**src/rtl/mem_port_arb.sv**
```systemverilog
// Shares one byte-wide RAM/IO port between instruction fetch and load/store.
// Accesses are serialised one byte per cycle; loads see read data one cycle after the address.
module mem_port_arb (
    input  logic        clk,
    input  logic        rst,
    input  logic        rdy,
    input  logic        if_req_i,
    input  logic [31:0] if_addr_i,
    input  logic        if_flush_i,
    output logic        if_done_o,
    output logic [31:0] if_data_o,
    input  logic        mem_req_i,
    input  logic        mem_wr_i,
    input  logic [31:0] mem_addr_i,
    input  logic [1:0]  mem_size_i,
    input  logic [31:0] mem_wdata_i,
    output logic        mem_done_o,
    output logic [31:0] mem_rdata_o,
    input  logic [7:0]  mem_din_i,
    output logic [7:0]  mem_dout_o,
    output logic [31:0] mem_a_o,
    output logic        mem_wr_o,
    output logic        busy_o
);
    typedef enum logic [2:0] {IDLE, IF_RD, MEM_RD, MEM_WR, DONE} state_t;

    state_t      state_q, state_d;
    logic [2:0]  cnt_q, cnt_d, n_q, n_d, nxt, idx;
    logic [31:0] addr_q, addr_d, wdata_q, wdata_d, acc_q, acc_d;
    logic        if_done_q, if_done_d, mem_done_q, mem_done_d;
    logic [31:0] if_data_q, if_data_d, mem_rdata_q, mem_rdata_d, a_q, a_d;
    logic [7:0]  dout_q, dout_d;
    logic        wr_q, wr_d, busy_q;

    // cnt_q counts cycles spent in the active state; read byte cnt_q-1 arrives now
    assign nxt = cnt_q + 3'd1;
    assign idx = cnt_q - 3'd1;

    always_comb begin
        state_d     = state_q;
        cnt_d       = cnt_q;
        n_d         = n_q;
        addr_d      = addr_q;
        wdata_d     = wdata_q;
        acc_d       = acc_q;
        if_done_d   = 1'b0;
        mem_done_d  = 1'b0;
        if_data_d   = if_data_q;
        mem_rdata_d = mem_rdata_q;
        a_d         = 32'h0;
        dout_d      = dout_q;
        wr_d        = 1'b0;
        case (state_q)
            IDLE: begin
                if (mem_req_i) begin
                    state_d = mem_wr_i ? MEM_WR : MEM_RD;
                    addr_d  = mem_addr_i;
                    wdata_d = mem_wdata_i;
                    n_d     = (mem_size_i == 2'b00) ? 3'd1 : (mem_size_i == 2'b01) ? 3'd2 : 3'd4;
                    cnt_d   = 3'd0;
                    acc_d   = 32'h0;
                    a_d     = mem_addr_i;
                    if (mem_wr_i) begin
                        wr_d   = 1'b1;
                        dout_d = mem_wdata_i[7:0];
                    end
                end else if (if_req_i && !if_flush_i) begin
                    state_d = IF_RD;
                    addr_d  = if_addr_i;
                    n_d     = 3'd4;
                    cnt_d   = 3'd0;
                    acc_d   = 32'h0;
                    a_d     = if_addr_i;
                end
            end
            IF_RD, MEM_RD: begin
                if (state_q == IF_RD && if_flush_i) begin
                    state_d = IDLE;
                end else begin
                    if (cnt_q != 3'd0) acc_d[{idx[1:0], 3'b000} +: 8] = mem_din_i;
                    if (cnt_q == n_q) begin
                        state_d = DONE;
                        if (state_q == IF_RD) begin
                            if_done_d = 1'b1;
                            if_data_d = acc_d;
                        end else begin
                            mem_done_d  = 1'b1;
                            mem_rdata_d = acc_d;
                        end
                    end else begin
                        cnt_d = nxt;
                        if (nxt < n_q) a_d = addr_q + {29'b0, nxt};
                    end
                end
            end
            MEM_WR: begin
                if (cnt_q == n_q - 3'd1) begin
                    state_d    = DONE;
                    mem_done_d = 1'b1;
                end else begin
                    cnt_d  = nxt;
                    a_d    = addr_q + {29'b0, nxt};
                    wr_d   = 1'b1;
                    dout_d = wdata_q[{nxt[1:0], 3'b000} +: 8];
                end
            end
            DONE:    state_d = IDLE;
            default: state_d = IDLE;
        endcase
    end

    always_ff @(posedge clk) begin
        if (!rst) begin
            state_q     <= IDLE;
            cnt_q       <= 3'd0;
            n_q         <= 3'd0;
            addr_q      <= 32'h0;
            wdata_q     <= 32'h0;
            acc_q       <= 32'h0;
            if_done_q   <= 1'b0;
            mem_done_q  <= 1'b0;
            if_data_q   <= 32'h0;
            mem_rdata_q <= 32'h0;
            a_q         <= 32'h0;
            dout_q      <= 8'h0;
            wr_q        <= 1'b0;
            busy_q      <= 1'b0;
        end else if (rdy) begin
            state_q     <= state_d;
            cnt_q       <= cnt_d;
            n_q         <= n_d;
            addr_q      <= addr_d;
            wdata_q     <= wdata_d;
            acc_q       <= acc_d;
            if_done_q   <= if_done_d;
            mem_done_q  <= mem_done_d;
            if_data_q   <= if_data_d;
            mem_rdata_q <= mem_rdata_d;
            a_q         <= a_d;
            dout_q      <= dout_d;
            wr_q        <= wr_d;
            busy_q      <= (state_d != IDLE);
        end
    end

    // Strobes are masked while frozen so a held done/write shows exactly once after rdy returns
    assign if_done_o   = if_done_q & rdy;
    assign mem_done_o  = mem_done_q & rdy;
    assign mem_wr_o    = wr_q & rdy;
    assign if_data_o   = if_data_q;
    assign mem_rdata_o = mem_rdata_q;
    assign mem_a_o     = a_q;
    assign mem_dout_o  = dout_q;
    assign busy_o      = busy_q;
endmodule

```
**config.mk**
```make
export PLATFORM = sky130hd
export DESIGN_NAME = mem_port_arb
export DESIGN_NICKNAME = d
export VERILOG_FILES = /design/src/rtl/mem_port_arb.sv
export SDC_FILE = /design/constraint.sdc
export NUM_CORES = 1
export LEC_CHECK = 0
export BUFFER_PORTS_ARGS = -buffer_cell sky130_fd_sc_hd__clkbuf_2
export CELL_PAD_IN_SITES_DETAIL_PLACEMENT = 0
export CELL_PAD_IN_SITES_GLOBAL_PLACEMENT = 1
export CORE_UTILIZATION = 25
export CTS_CLUSTER_SIZE = 25
export DETAILED_ROUTE_END_ITERATION = 16
export PLACE_DENSITY = 0.65
export SETUP_SLACK_MARGIN = 0.2
export SYNTH_ARGS = -nofsm -noshare
export SYNTH_HDL_FRONTEND = slang
export SYNTH_SLANG_ARGS = --single-unit
export TNS_END_PERCENT = 5
```
**constraint.sdc**
```tcl
create_clock -name clk -period 8.8 [get_ports clk]
set_input_delay 0.88 -clock clk [delete_from_list [all_inputs] [get_ports clk]]
set_output_delay 0.88 -clock clk [all_outputs]
set_load 0.005 [all_outputs]
```
* Word-level counts from Yosys, hierarchy flattened *
Cells that the tools add are included.
W data, S select, Z words.

storage, ports and cells
  register bits = 213
  latch bits = 0
  bits in writable memories = 0
  memory bits (read-only) = 0
  input port bits = 113
  output and inout bits = 108
  logic and storage cells = 108
  memories = 0

operators by class
  add/sub/neg operators = 5
  $mul = 0
  div/mod/pow operators = 0
  order comparisons = 1
  equality and inequality tests = 12
  shifts and indexed selects = 3
  mux-type cells = 49
  bitwise operators = 5
  reduce and logical (&&, ||, !) cells = 19

operators by type and width
  cell                      number
  $mux W32                  12
  $pmux W32 S3              1
  $pmux W32 S2              1
  $mux W3                   14
  $add A32 B3 Y32           1
  $bwmux W32                1
  $shift A8 B7 Y32 const A  1
  $shiftx A32 B6 Y8         1
  $shiftx A8 B7 Y32         1
  $mux W8                   3
  $pmux W3 S3               2
  $pmux W8 S2               1
  $reduce_and A5 Y1         3
  $mux W1                   12
  $ne A2 B2 Y1 const B      5
  $reduce_bool A3 Y1        3
  $neg A5 Y7                1
  $eq A3 B2 Y1 const B      2
  $eq A3 B3 Y1              2
  $reduce_and A3 Y1         2
  $reduce_and A6 Y1         1
  $reduce_bool A2 Y1        3
  $pmux W1 S2               2
  $reduce_and A4 Y1         1
  14 further kinds          18

* Depth between registers and ports, before layout *
Gate-level depths: netlist (run 1).

  word-level depth = 7
  depth in mapped cells = 10
  gate-level depth less buffers = 8

* Worst setup path after synthesis (run 1) *
OpenSTA, ideal clock, no wires.

  kind = reg2reg
  start point = register cnt_q[0]
  end point = register a_q[20] (netlist: mem_a_o[20])
  setup time = 0.128 ns
  arrival = 2.784 ns
  data required time = 8.672 ns
  path slack = 5.888 ns
  stages on the path, launching flop included = 11
  path buffers = 2
  period minus slack after synthesis = 2.912 ns
  path through = dfxtp_1 -> clkbuf_1 -> inv_1 -> ha_1 -> fa_1 -> a21oi_1 -> or4_4 -> buf_6 -> nor3_2 -> xnor2_1 -> o221ai_2

on the way
  longest elaborated chain between the ends = 6
  elaborated cells on any way between the ends = 10
  those cells by class = 2 x add/sub; 1 x order compare; 2 x eq/ne; 5 x mux

RTL lines
  item                                                    RTL line  text
  start: declaration                                      28        logic [2:0] cnt_q, cnt_d, n_q, n_d, nxt, idx;
  start signal: assignment                                130       cnt_q <= cnt_d;
  $add A3 B1 Y3                                           36        assign nxt = cnt_q + 3'd1;
  $add A32 B3 Y32 / $lt A3 B3 Y1 (equally long branches)  92, 102
  $mux W32                                                92        if (nxt < n_q) a_d = addr_q + {29'b0, nxt};
  $mux W32                                                81        if (cnt_q == n_q) begin
  $mux W32                                                77        if (state_q == IF_RD && if_flush_i) begin
  $pmux W32 S3 *                                          53        case (state_q)
  end signal: assignment                                  124       a_q <= 32'h0;
  end signal: assignment                                  139       a_q <= a_d;
  end: declaration                                        31        logic [31:0] if_data_q, if_data_d, mem_rdata_q, mem_rdata_d, a_q, a_d;

Every way passes the cells marked *; elsewhere a longest branch is shown, timed or not.
A chain may end at the register's enable or synchronous reset.

* Final worst setup path (run 1) *
  start point = register cnt_q[0]
  end point = register a_q[1] (netlist: mem_a_o[1])

The elaborated chain is that of the path after synthesis.

==> results of run 1 <==
cell usage after synthesis (5+ instances only):
cell,instances,area share
a211oi_1,106,0.079
nor3_2,6,0.0059
nand2b_1,12,0.0074
buf_1,10,0.0037
nor2_1,141,0.052
xor2_1,16,0.014
nor2b_1,10,0.0062
nand4_1,8,0.0050
o221ai_1,19,0.016
mux4_2,8,0.018
nand2_1,104,0.039
nor4_1,5,0.0031
a22oi_1,37,0.028
dfxtp_1,213,0.42
a32oi_1,7,0.0061
nor3_1,10,0.0050
o21bai_1,5,0.0037
nand3_1,45,0.022
clkbuf_1,55,0.020
mux2i_1,55,0.055
a21oi_1,63,0.031
o21ai_0,44,0.022
ha_1,13,0.016
and3_1,8,0.0050
o31ai_1,5,0.0037
and2_1,35,0.022
xnor2_1,13,0.011
inv_1,11,0.0041
buf_2,20,0.0099
cell type report:
cell class | count | share of cell area
clock inverter | 15 | 0.0177
antenna | 1 | 0.000200
inverter | 13 | 0.00410
clock buffer | 35 | 0.0596
timing repair buffer | 232 | 0.0953
sequential | 213 | 0.341
tap | 525 | 0.0525
multi-input combinational | 830 | 0.429
logic make-up (layout without fill, tap and decap cells):
logic type | count (synthesis) | count (layout) | share of synthesized area
AND/OR/NAND/NOR | 405 | 405 | 0.193
buffers and inverters | 107 | 295 | 0.0483
multiplexers | 63 | 63 | 0.0724
adder cells (fa/ha/maj) | 14 | 14 | 0.0181
other | 0 | 1 | 0
flip-flops | 213 | 213 | 0.422
AO/OA/AOI/OAI | 318 | 318 | 0.219
XOR/XNOR | 30 | 30 | 0.0274
per-stage QoR:
stage	instance area, um^2	utilization	power, mW	hold slack [ns]
final	12500	0.314	2.50	0.452
after global routing	12500	0.314	2.61	0.470
after CTS	12500	0.314	2.54	0.454
after detailed placement	11500	0.290	1.33	0.446
after global placement	11500	0.290	1.32	0.441
after floorplan	10100	-	1.22	0.433
critical path: stages (launching register included):
cell	delay [ns]
dfxtp_1	0.31
buf_4	0.27
inv_1	0.13
ha_1	0.92
ha_1	0.37
nand2_1	0.06
o21ai_0	0.12
o32ai_4	0.56
nand3_4	0.40
o221ai_1	0.35
worst paths after layout:
check	startpoint	endpoint	slack, ns	cells after the start
worst max register to register	cnt_q[0]$_SDFFE_PN0P_	mem_a_o[1]$_SDFFE_PN0P_	5.17	9
worst max-delay path	cnt_q[0]$_SDFFE_PN0P_	mem_a_o[1]$_SDFFE_PN0P_	5.17	9
worst min register to register	wdata_q[2]$_SDFFE_PN0P_	wdata_q[2]$_SDFFE_PN0P_	0.45	2
worst min-delay path	wdata_q[2]$_SDFFE_PN0P_	wdata_q[2]$_SDFFE_PN0P_	0.45	2
routing by layer:
| layer | vias up | routed length, um |
|---|---|---|
| met2 | 250 | 14300 |
| met5 | - | 0 |
| met4 | 0 | 813 |
| met1 | 4256 | 15000 |
| met3 | 40 | 1740 |
| li1 | 4527 | - |
registers in the layout, summed over array words and instances (netlist names):
signal / count
acc_q: 32
addr_q: 32
busy_o: 1
cnt_q: 3
if_data_o: 32
if_done_q: 1
mem_a_o: 32
mem_done_q: 1
mem_dout_o: 8
mem_rdata_o: 32
n_q: 3
state_q: 3
wdata_q: 32
wr_q: 1
power by group through the flow:
stage          sequential, mW  clock, mW  combinational, mW
2_1_floorplan            1.05          0              0.166
3_3_place_gp             1.06          0              0.259
3_5_place_dp             1.06          0              0.261
4_1_cts                  1.04       1.23              0.262
5_1_grt                  1.05       1.27              0.289
6_report                 1.04       1.20              0.258
==> flow_summary_export.csv, run 1 <==
group,metric,value,unit
final_layout,layout.cells.most_common_list,"clkbuf_2 (219), dfxtp_1 (213), nor2_1 (140)",
yosys,synthFlopType,"dfxtp_1",
drt,viasPerCell,4.87,
final_layout,nNetsFinal,1444,
worst_hold_path,hold_class,"reg -> reg",
global_route,grtUsageMet2,0.244,
drt,ant_nets,0,
drt,drc_errors,0,
setup_path,cp.required,9.23,ns
power,swShare,0.258,
timing,hold_viol_final,0,
power,p_seq_frac,0.417,
floorplan,die_area,0.0412,mm^2
global_route,grt_pass1_wl,49.9,mm
final_layout,syn_to_final_growth,23.8,%
clocking,cts_tree,"done",
placement,port_buffers,220,
timing,rsz0062_at_grt,"no",
floorplan,fp.dieH,203,um
timing,fin_crit,3.63,ns
global_route,grtUsageMet1,0.209,
drt,postRouteWirelength,31.9,mm
setup_path,cp.arrival,4.06,ns
floorplan,start_util,0.254,
drt,routedWlPerCell,17.1,um
placement,dpl.hpwl,22.4,mm
power,power_frac_comb,0.103,
power,p_sw,646,uW
drt,first_pass_iters,5,
global_route,met3_usage,0.0268,
drt,route.vias.total,9073,
run,cap_violations,0,
clocking,cts.clk_slew.worst_paths,0.06,ns
global_route,grt_pass1_vias,8899,
final_layout,drive_gt1_frac,0.233,
timing,final_max_slew_viol_count,0,
floorplan,die_w,203,um
power,ir_drop,0.000165,V
yosys,yosysSeqAreaShare,0.422,
final_layout,seq_area,0.00426,mm^2
timing,fmax,0.275,GHz
clocking,cts_buffer_depth,3,
setup_path,worstPathMaxFanout,23,
placement,placed_cells,1813,
final_layout,multi_input_area,0.00537,mm^2
timing,skew,0.0166,ns
yosys,synth_edf_count,0,
power,clock_power_share,0.480,
yosys,yosys_register_bits,213,
timing,worstMarginPinSlew,1.18,ns
yosys,synth_cell_types,69,
global_route,grt_max_degree,88,
setup_path,path_class,"reg -> reg",
placement,pre_cts_ws,5.12,ns
clocking,post_cts_buffers,0,
run_status,outcome,"completed",
final_layout,n_fill_cell,4301,
global_route,grt_overflow_total,0,
yosys,ys_warn_count,0,
setup_path,startpoint_type,"register",
clocking,cts_root_buf,"clkbuf_16",
yosys,async_reset_ff_frac,0,
timing,setup_viol,0,
yosys,syn_inst,1150,
placement,gp_congestion,0.741,
yosys,synth_area,0.0101,mm^2
drt,first_iter_violations,458,
clocking,htreeDepth,1,
global_route,top_usage_layer,"met2",
clocking,cts_resized,0,
floorplan,core_area,0.0398,mm^2
global_route,antenna_found_initial,1,
timing,setup_tns,0,ns
floorplan,rows,73,
clocking,cts_hold_buf,0,
final_layout,final_common_cell,"clkbuf_2",
timing,timing.slew.headroom,0.212,
yosys,syn_nets,1277,
clocking,cts_buffers,27,
power,p_leak,4.88,nW
timing,fin_crit_sh,0.413,
floorplan,io_pins,221,
final_layout,instances_no_fill,1864,
yosys,avgSynthCellArea,8.78,um^2
clocking,cts_sinks,213,
power,cellPowerDensity,200,mW/mm^2
clocking,clk_latency,0.55,ns
setup_path,end_kind,"register",
global_route,grtUsageTotal,0.153,
power,p_int,1.85,mW
timing,layout_setup_ws,5.17,ns
No activity file was read; power rests on OpenSTA's default activity.
==> run 2, diff against run 1 <==
- PLACE_DENSITY: 0.65 -> 0.67
- clock period: 8.8 -> 3 ns (I/O delays scaled with it)
==> run 2 against run 1 <==
Sequential power rose to 2.9 times the previous value. Power rose to 2.8 times the previous value. Critical endpoint is now mem_a_o[0]$_SDFFE_PN0P_. Routed wire length shrank 0.94%. Largest power group unchanged. Cell area up 2.9%.
==> flow_summary_export.csv, run 2 (synthesis gave the netlist of run 1 again) <==
group,metric,value,unit
clocking,cts_tree,"done",
placement,pre_cts_ws,0.345,ns
final_layout,instances_no_fill,1902,
timing,rsz0062_at_grt,"no",
global_route,grt_max_degree,66,
timing,skew,0.00930,ns
timing,hold_viol_final,0,
clocking,cts_sinks,213,
global_route,antenna_found_initial,0,
placement,dpl_cell_area,0.0117,mm^2
timing,layout_setup_ws,0.383,ns
floorplan,rows,73,
final_layout,syn_to_final_growth,27.4,%
timing,timing.slew.headroom,0.495,
drt,routedWlPerCell,16.6,um
placement,placed_cells,1828,
clocking,cts_buffer_depth,3,
timing,fin_crit_sh,0.872,
setup_path,path_cells,"inv_1, ha_1, buf_4, ha_1, nand2_1, o21ai_0, o32ai_4, nand3_4, o221ai_1",
power,cellPowerDensity,547,mW/mm^2
global_route,grt_pass1_wl,49.5,mm
power,p_sw,1.80,mW
placement,port_buffers,220,
floorplan,die_w,203,um
setup_path,cp.required,3.43,ns
timing,setup_viol,0,
timing,setup_tns,0,ns
setup_path,cp_slowest_cell,"dfxtp_1",
final_layout,fin_util,0.323,
final_layout,layout.cells.most_common_list,"clkbuf_2 (219), dfxtp_1 (213), nor2_1 (140)",
final_layout,drive_gt1_frac,0.234,
timing,hold_slack,0.0305,ns
clocking,htreeDepth,1,
global_route,grt_overflow_total,0,
final_layout,antenna_cells,0,
setup_path,worstPathMaxFanout,23,
power,fin_total_pwr,7.03,mW
floorplan,fp.dieH,203,um
drt,route.vias.total,9200,
final_layout,final_common_cell,"clkbuf_2",
run,cap_violations,0,
worst_hold_path,hold_class,"in -> reg",
final_layout,nNetsFinal,1487,
power,power_frac_comb,0.115,
global_route,grt_pass1_vias,8870,
clocking,clk_latency,0.53,ns
power,p_int,5.23,mW
placement,gp_congestion,0.763,
setup_path,path_common_cell,"ha_1",
clocking,cts_buffers,26,
setup_path,path_class,"reg -> reg",
drt,first_iter_violations,517,
timing,fin_crit,2.62,ns
setup_path,critPathBufInv,2,
global_route,grtUsageTotal,0.150,
drt,first_pass_iters,6,
power,swShare,0.256,
floorplan,start_util,0.254,
floorplan,core_area,0.0398,mm^2
setup_path,cp.arrival,3.05,ns
final_layout,fin_area,0.0129,mm^2
timing,fmax,0.382,GHz
drt,ant_nets,0,
setup_path,end_kind,"register",
power,ir_drop,0.000486,V
setup_path,max_stage_delay,0.36,ns
placement,dpl.hpwl,22.3,mm
clocking,cts_root_buf,"clkbuf_16",
drt,drc_errors,0,
floorplan,io_pins,221,
timing,final_max_slew_viol_count,0,
clocking,cts.clk_slew.worst_paths,0.06,ns
power,clock_power_share,0.450,
drt,postRouteWirelength,31.6,mm
setup_path,startpoint_type,"register",
run_status,outcome,"completed",
drt,viasPerCell,4.84,
power,p_leak,5.05,nW
timing,worstMarginPinSlew,0.751,ns
floorplan,die_area,0.0412,mm^2
setup_path,crit_family,"compound AO/OA/AOI/OAI gates",
power,p_seq_frac,0.435,
-- run 2: cell type report --
type | count | area [um^2]
fillers | 4273 | 27000
multi-input cells | 830 | 5380
flip-flops and latches | 213 | 4260
repair buffers | 276 | 1660
clock buffers | 34 | 722
well taps | 525 | 657
clock inverters | 11 | 138
inverters | 13 | 51.3
-- run 2: worst paths after layout --
path                            from                 endpoint  slack, ns  depth (start not counted)
max            cnt_q[1]$_SDFFE_PN0P_  mem_a_o[0]$_SDFFE_PN0P_       0.38                          9
min                   mem_wdata_i[4]  wdata_q[4]$_SDFFE_PN0P_       0.03                          3
max reg2reg    cnt_q[1]$_SDFFE_PN0P_  mem_a_o[0]$_SDFFE_PN0P_       0.38                          9
min reg2reg  wdata_q[6]$_SDFFE_PN0P_  wdata_q[6]$_SDFFE_PN0P_       0.45                          2
-- run 2: timing repair --
item | 4_1_cts | 5_1_grt
hold buffers | 29 | 0
setup buffers | 0 | 0
setup endpoints to repair | 0 | 1
endpoints found under the hold margin | 29 | 0
resized for setup | 0 | 1
-- run 2: power groups by stage --
stage          sequential (mW)  combinational (mW)  clock (mW)
3_3_place_gp              3.12               0.779           0
2_1_floorplan             3.09               0.486           0
6_report                  3.06               0.808        3.16
5_1_grt                   3.08               0.896        3.37
3_5_place_dp              3.12               0.785           0
4_1_cts                   3.06               0.818        3.27
-- run 2: routing by layer --
metal  vias up  share of wire  global-route usage
li1       4611              -                   -
met1      4348           0.46               0.200
met2       212           0.47               0.252
met3        29          0.052              0.0289
met4         0          0.017              0.0311
met5         -              0                   0
-- run 2: tightest hold or removal path, stage by stage --
cell and delay [ns]:
clkbuf_2 0.10, nand2_1 0.06, a21oi_1 0.05
==> run 3, diff against run 2 <==
- CORE_UTILIZATION: 25 -> 37
- PLACE_DENSITY: 0.67 -> 0.88
- TNS_END_PERCENT: 5 -> unset
==> run 3 against run 2 <==
Sequential power about the same. Global-route usage increased by 5.0 points. Via count about the same. Routed wire length decreased by 9.3%. First-iteration DRC count increased by 38%. Hold slack got worse by 0.018 ns. Combinational power decreased by 3.1%.
==> flow_summary_export.csv, run 3 (synthesis gave the netlist of run 1 again) <==
group,metric,value,unit
setup_path,cp.required,3.47,ns
power,fin_total_pwr,6.82,mW
timing,setup_tns,0,ns
floorplan,io_pins,221,
clocking,cts_sinks,213,
timing,final_max_slew_viol_count,0,
placement,dpl_cell_area,0.0115,mm^2
placement,pre_cts_ws,0.237,ns
floorplan,fp.dieH,167,um
setup_path,max_stage_delay,0.74,ns
floorplan,rows,60,
final_layout,antenna_cells,0,
final_layout,final_common_cell,"clkbuf_2",
final_layout,layout.cells.most_common_list,"clkbuf_2 (220), dfxtp_1 (212), nor2_1 (140)",
drt,wl_met3,1.44,mm
clocking,htreeDepth,1,
global_route,antenna_found_initial,0,
placement,placed_cells,1641,
floorplan,die_area,0.0280,mm^2
drt,route.vias.total,9208,
floorplan,die_w,167,um
drt,highest_layer,"met4",
floorplan,core_area,0.0269,mm^2
global_route,grt_overflow_total,0,
placement,gp_congestion,0.835,
placement,dpl.hpwl,19.7,mm
worst_hold_path,hold_class,"in -> reg",
clocking,cts_buffers,25,
timing,fmax,0.379,GHz
power,cellPowerDensity,547,mW/mm^2
clocking,cts.clk_slew.worst_paths,0.06,ns
timing,hold_viol_final,0,
setup_path,worstPathMaxFanout,16,
timing,layout_setup_ws,0.363,ns
floorplan,start_util,0.376,
clocking,cts_root_buf,"clkbuf_16",
drt,drc_errors,0,
drt,wl_met2,13.1,mm
worst_hold_path,whs_path_depth,3,
timing,skew,0.0120,ns
final_layout,syn_to_final_growth,23.4,%
final_layout,nNetsFinal,1472,
clocking,cts_tree,"done",
global_route,grt_max_degree,66,
timing,timing.slew.headroom,0.393,
run_status,outcome,"completed",
power,p_leak,4.98,nW
timing,worstMarginPinSlew,0.904,ns
timing,rsz0062_at_grt,"yes",
drt,viasPerCell,5.40,
timing,setup_viol,0,
setup_path,end_kind,"register",
setup_path,startpoint_type,"register",
global_route,grtUsageTotal,0.200,
run,cap_violations,0,
drt,routedWlPerCell,16.8,um
clocking,clk_latency,0.52,ns
power,ir_drop,0.000371,V
timing,fin_crit,2.64,ns
drt,postRouteWirelength,28.6,mm
final_layout,drive_gt1_frac,0.238,
drt,drt-met1-wl,13.2,mm
timing,fin_crit_sh,0.879,
global_route,grt_pass1_wl,45.7,mm
setup_path,cp.arrival,3.10,ns
setup_path,path_class,"reg -> reg",
final_layout,fin_area,0.0125,mm^2
setup_path,path_cells,"buf_4, inv_1, ha_1, buf_8, nor3_1, a32oi_1, o21ai_0, and2_1",
timing,hold_slack,0.0126,ns
placement,port_buffers,220,
drt,first_iter_violations,716,
setup_path,reg2reg_depth,8,
drt,first_pass_iters,4,
setup_path,cp_slowest_cell,"nor3_1",
global_route,grt_pass1_vias,8649,
final_layout,instances_no_fill,1704,
drt,ant_nets,0,
clocking,cts_buffer_depth,3,
final_layout,fin_util,0.464,
[run 3: worst paths after layout]
check                                start                  endpoint  slack (ns)
setup reg to reg     cnt_q[0]$_SDFFE_PN0P_    acc_q[31]$_SDFFE_PN0P_        0.36
setup / recovery     cnt_q[0]$_SDFFE_PN0P_    acc_q[31]$_SDFFE_PN0P_        0.36
hold / removal             mem_wdata_i[17]  wdata_q[17]$_SDFFE_PN0P_        0.01
hold reg to reg   wdata_q[23]$_SDFFE_PN0P_  wdata_q[23]$_SDFFE_PN0P_        0.45
[run 3: per-layer routing]
metal	up-vias	GRT usage
met5	-	0
met4	0	0.0690
met3	48	0.0331
met2	261	0.324
met1	4312	0.271
li1	4587	-
[run 3: what timing repair did]
item,in CTS,in global routing
setup endpoints to repair,0,39
buffers inserted,0,2
resized for setup,0,5
endpoints found under the hold margin,15,0
hold buffers,15,0
[run 3: area by class of cell]
cell class	count	area (um^2)
Timing Repair Buffer	261	1520
Tap cell	341	427
Inverter	13	51.3
Sequential cell	213	4270
Clock inverter	11	90.1
Multi-Input combinational cell	831	5390
Clock buffer	34	719
Fill cell	2605	14400
[run 3: critical path: cells and delay by family (launching register included)]
family	cells	cell delay (ns)
DFF	1	0.35
and+or+nand+nor	2	0.88
AOI/OAI and AO/OA	2	0.56
buffers and inverters	3	0.43
adders and majority gates	1	0.35
[run 3: power breakdown]
part           internal (mW)  switching [mW]  total [mW]  leakage, nW
sequential              2.95           0.110        3.06         1.73
combinational          0.331           0.452       0.783         2.84
clock                   1.76            1.21        2.97        0.405
